===== src/rtl/clk_enable_gen.sv =====
// One-clock strobe generator: register/radix/counter enable pulses with run/halt/single-step control.
// Optional CYCLE_CNT counter of EN_CNT pulses is built when CLK_ENABLE_GEN_CYCLE_CNT_EN is defined.
module clk_enable_gen #(
    parameter int REG_DIV   = 1,
    parameter int RADIX_DIV = 5,
    parameter int CNT_DIV   = 6,
    parameter int CW        = 16
) (
    input  logic          CLK,
    input  logic          RST,
    input  logic          RUN,
    input  logic          STEP_REQ,
    output logic          EN_REG,
    output logic          EN_RADIX,
    output logic          EN_CNT,
    output logic          BUSY,
    output logic          STEP_DONE,
    output logic [CW-1:0] CYCLE_CNT
);

    localparam int RW = (REG_DIV   > 1) ? $clog2(REG_DIV)   : 1;
    localparam int XW = (RADIX_DIV > 1) ? $clog2(RADIX_DIV) : 1;
    localparam int NW = (CNT_DIV   > 1) ? $clog2(CNT_DIV)   : 1;

    localparam logic [1:0] IDLE     = 2'd0;
    localparam logic [1:0] RUNNING  = 2'd1;
    localparam logic [1:0] STEPPING = 2'd2;
    localparam logic [1:0] DRAIN    = 2'd3;

    logic [1:0]    state_q, state_d;
    logic [RW-1:0] reg_ph_q, reg_ph_d;
    logic [XW-1:0] radix_ph_q, radix_ph_d;
    logic [NW-1:0] cnt_ph_q, cnt_ph_d;
    logic          busy_q, step_done_q, step_done_d;
    logic          active;

    // Enables are decoded from registered state, so they are glitch-free Moore outputs.
    assign active   = (state_q != IDLE);
    assign EN_REG   = active && (reg_ph_q   == RW'(REG_DIV - 1));
    assign EN_RADIX = active && (radix_ph_q == XW'(RADIX_DIV - 1));
    assign EN_CNT   = active && (cnt_ph_q   == NW'(CNT_DIV - 1));
    assign BUSY      = busy_q;
    assign STEP_DONE = step_done_q;

    always_comb begin
        // NOTE: every combinational output gets a default first so no path can infer a latch.
        state_d     = state_q;
        step_done_d = 1'b0;
        case (state_q)
            IDLE: begin
                if (RUN)           state_d = RUNNING;
                else if (STEP_REQ) state_d = STEPPING;
            end
            RUNNING: begin
                if (!RUN) state_d = EN_CNT ? IDLE : DRAIN;
            end
            DRAIN: begin
                if (RUN)         state_d = RUNNING;
                else if (EN_CNT) state_d = IDLE;
            end
            STEPPING: begin
                if (EN_CNT) begin
                    state_d     = IDLE;
                    step_done_d = 1'b1;
                end
            end
            default: state_d = IDLE;
        endcase
    end

    // Phases hold at zero in IDLE so the first active cycle always starts at phase 0.
    always_comb begin
        reg_ph_d   = '0;
        radix_ph_d = '0;
        cnt_ph_d   = '0;
        if (active && (state_d != IDLE)) begin
            reg_ph_d   = (reg_ph_q   == RW'(REG_DIV - 1))   ? '0 : reg_ph_q   + 1'b1;
            radix_ph_d = (radix_ph_q == XW'(RADIX_DIV - 1)) ? '0 : radix_ph_q + 1'b1;
            cnt_ph_d   = (cnt_ph_q   == NW'(CNT_DIV - 1))   ? '0 : cnt_ph_q   + 1'b1;
        end
    end

    // NOTE: sequential state uses non-blocking assignments so all registers update together.
    always_ff @(posedge CLK) begin
        if (RST) begin
            state_q     <= IDLE;
            reg_ph_q    <= '0;
            radix_ph_q  <= '0;
            cnt_ph_q    <= '0;
            busy_q      <= 1'b0;
            step_done_q <= 1'b0;
        end else begin
            state_q     <= state_d;
            reg_ph_q    <= reg_ph_d;
            radix_ph_q  <= radix_ph_d;
            cnt_ph_q    <= cnt_ph_d;
            busy_q      <= (state_d != IDLE);
            step_done_q <= step_done_d;
        end
    end

`ifdef CLK_ENABLE_GEN_CYCLE_CNT_EN
    logic [CW-1:0] cycle_cnt_q;

    always_ff @(posedge CLK) begin
        if (RST)         cycle_cnt_q <= '0;
        else if (EN_CNT) cycle_cnt_q <= cycle_cnt_q + 1'b1;
    end

    assign CYCLE_CNT = cycle_cnt_q;
`else
    assign CYCLE_CNT = '0;
`endif

endmodule


===== config.mk =====
export PLATFORM = sky130hd
export DESIGN_NAME = clk_enable_gen
export DESIGN_NICKNAME = d
export VERILOG_FILES = /design/src/rtl/clk_enable_gen.sv
export SDC_FILE = /design/constraint.sdc
export NUM_CORES = 1
export LEC_CHECK = 0
export ABC_AREA = 0
export CAP_MARGIN = 20
export CORE_MARGIN = 1
export CORE_UTILIZATION = 41
export DETAILED_ROUTE_END_ITERATION = 12
export GPL_TIMING_DRIVEN = 0
export HOLD_SLACK_MARGIN = 0.12
export PLACE_DENSITY = 0.83
export SLEW_MARGIN = 0
export SYNTH_ARGS = -nofsm -noshare
export SYNTH_HDL_FRONTEND = slang
export SYNTH_SLANG_ARGS = --single-unit

===== constraint.sdc =====
create_clock -name CLK -period 1.3 [get_ports CLK]
set_input_delay 0.26 -clock CLK [delete_from_list [all_inputs] [get_ports CLK]]
set_output_delay 0.26 -clock CLK [all_outputs]
set_load 0.01 [all_outputs]

==> impl_metrics.tcl <==
set metrics [dict create \
    die_h_um 40.8 \
    drt_iter0_drc 5 \
    place_congestion 0.693 \
    insertion_delay_ns 0.26 \
    antenna_left 0 \
    n_antenna_cell 0 \
    required_ns 1.04 \
    irDropWorstVdd_mv 0.666 \
    r2r_setup_slack_ns 0.05 \
    fin_setup_tns_ns -0.0609 \
    cp_slowest_cell "dfxtp_2" \
    period_minus_slack_ns 1.34 \
    ff2ff_path_depth 6 \
    viasPerCell 4.23 \
    rows 13 \
    critPathMaxFanout 3 \
    ys_seq_area_share_pct 35.6 \
    dp.cells 107 \
    cts_buffers 3 \
    io_buffer_count 8 \
    critPathKind "register to output port" \
    final_common_cell "buf_4" \
    crit_path_end "EN_RADIX" \
    yosys_warnings 0 \
    r2r-end "BUSY" \
    synth_seq_cells 11 \
    num_vias 508 \
    clk_pin_slew_ns 0.07 \
    synth_area_um2 618 \
    cts_tree "done" \
    final_cell_mix "buf_4 (24), conb_1 (17), dfxtp_2 (6)" \
    cp_common_cell "buf_6" \
    grt_pass1_wl_mm 1.59 \
    initial_utilization_pct 45.8 \
    cts.sinks 11 \
    synth_area_leaders "dfxtp_1 (36%), buf_4 (19%), ha_1 (8.1%)" \
    timing.rr.start "cnt_ph_q[1]" \
    slowest_delay_ns 0.32 \
    end_kind "output port" \
    status "finished, violations left" \
    drc_errors 0 \
    hp-class "register to register" \
    grt_antenna_before_repair 0 \
    grt_pass1_vias 389 \
    fin_area_um2 922 \
    cts_hold_buf 0 \
    dp_hpwl_um 780 \
    ioPinCount 25 \
    areaGrowthSynthToFinish_pct 49.2 \
    synth_cell_types 23 \
    fill_cells 121 \
    core_area_mm2 0.00135 \
    netlist_instances 68 \
    drive_gt1_share_pct 49.5 \
    setup_viol 2 \
    fin_nets 114 \
    grt_usage_pct 15.1 \
    leakage_nw 0.430 \
    die_w_um 40.8 \
    yosysTopAreaCell "dfxtp_1" \
    drt-wirelength-per-cell_um 9.27 \
    setup_slack_ns -0.0361 \
    wl_mm 1.11 \
    max_freq_mhz 748 \
    dieArea_mm2 0.00167 \
    synth.avg_cell_area_um2 9.09 \
    period_share_pct 103 \
    place_area_um2 777 \
    violations "setup timing" \
    synth_top_area_share_pct 35.6 \
    crit_chain "buf_6, nor2_4, buf_6, nor2_2, buf_2" \
    crit_arrival_ns 1.08 \
    root_buffer "clkbuf_4" \
    dr.pass1.iters 5 \
    finalMaxSlewViolations 0 \
    maxCapViolations 0 \
    htree_levels 1 \
    grt_overflow 0 \
    p_per_area_mw_per_mm2 874 \
    startpoint_type "register" \
    hold_viol 0 \
    fin_skew_ns 0.00361 \
    final_cells 120 \
    setup.worst_path.start "state_q[0]" \
    rsz0062_at_grt "yes" \
    clockBufferDepth 2 \
    post-route-util_pct 68.3 \
    grt_start_max_net_pins 9 \
]
-- timing repair --
| item | in CTS | in global routing |
|---|---|---|
| buffers inserted | 4 | 5 |
| pin swaps | 4 | 4 |
| endpoints found under the setup margin | 5 | 3 |
| gates resized for setup | 25 | 10 |
-- flip-flops by register name (all words and copies together), names as in the netlist --
| signal | cells |
|---|---|
| cnt_ph_q | 3 |
| BUSY | 1 |
| radix_ph_q | 3 |
| state_q | 2 |
| STEP_DONE | 1 |
| reg_ph_q | 1 |
-- metal layers --
layer | wire [µm] | track usage [%]
met2 | 564 | 25.4
met4 | 0 | 2.50
met1 | 473 | 15.9
met5 | 0 | 0
met3 | 73 | 9.78
-- cell usage after synthesis --
cell type and number:
nand3b_1 3, inv_1 4, conb_1 1, nor3b_2 1
buf_6 1, nor2_1 6, nand2_2 2, nor3b_1 1
nor3_1 3, mux2i_1 1, nor4_1 2, a21oi_1 3
ha_1 4, nand2_1 2, o21ba_2 1, a31oi_1 1
nand2b_1 1, o21ai_0 1, buf_4 16, nor2_4 1
a211oi_2 1, nor4b_1 1, dfxtp_1 11
-- critical path, delay by kind of cell, from the launching register on --
family                 cells  cell delay, ns
buffers and inverters      3            0.37
AND/OR/NAND/NOR            2            0.13
flip-flops                 1            0.32
-- power breakdown --
part	switching, mW	internal (mW)	total (mW)
combinational	0.0970	0.111	0.208
clock	0.105	0.119	0.224
sequential	0.0154	0.359	0.375
total	0.218	0.589	0.806
-- area by class of cell --
class / instances / area [µm²] / area share [%]
Sequential cell: 11 / 228 / 24.7
Inverter: 4 / 15.0 / 1.63
Tap cell: 15 / 18.8 / 2.04
Timing Repair Buffer: 17 / 140 / 15.2
Buffer: 17 / 131 / 14.2
Clock buffer: 4 / 26.3 / 2.85
Multi-Input combinational cell: 52 / 363 / 39.3
-- metrics by stage --
| stage | power [mW] | setup slack [ns] | hold WS (ns) |
|---|---|---|---|
| 2_1_floorplan | 0.499 | 0.217 | 0.329 |
| 3_3_place_gp | 0.533 | -0.273 | 0.433 |
| 3_5_place_dp | 0.535 | -0.317 | 0.457 |
| 4_1_cts | 0.804 | -0.0599 | 0.462 |
| 5_1_grt | 0.863 | -0.101 | 0.465 |
| 6_report | 0.806 | -0.0361 | 0.447 |
-- cells by family after synthesis --
logic type | Yosys count | synth area share (%)
multiplexers | 1 | 1.62
AND/OR/NAND/NOR | 23 | 22.5
AO/OA/AOI/OAI | 7 | 7.89
adder cells (fa/ha/maj) | 4 | 8.10
other | 1 | 0.607
flip-flops | 11 | 35.6
buffers and inverters | 21 | 23.7
-- how the worst min path moves through the flow --
stage	start	to	slack, ns	cells past startpoint
final	cnt_ph_q[0]	cnt_ph_q[0]	0.45	1
after global routing	cnt_ph_q[0]	cnt_ph_q[0]	0.46	1
after global placement	cnt_ph_q[0]	cnt_ph_q[0]	0.43	1
after CTS	cnt_ph_q[0]	cnt_ph_q[0]	0.46	1
after floorplan	RST	state_q[0]	0.33	1
after detailed placement	cnt_ph_q[0]	cnt_ph_q[0]	0.46	1
Note: power is estimated with default switching activity, not from simulation.
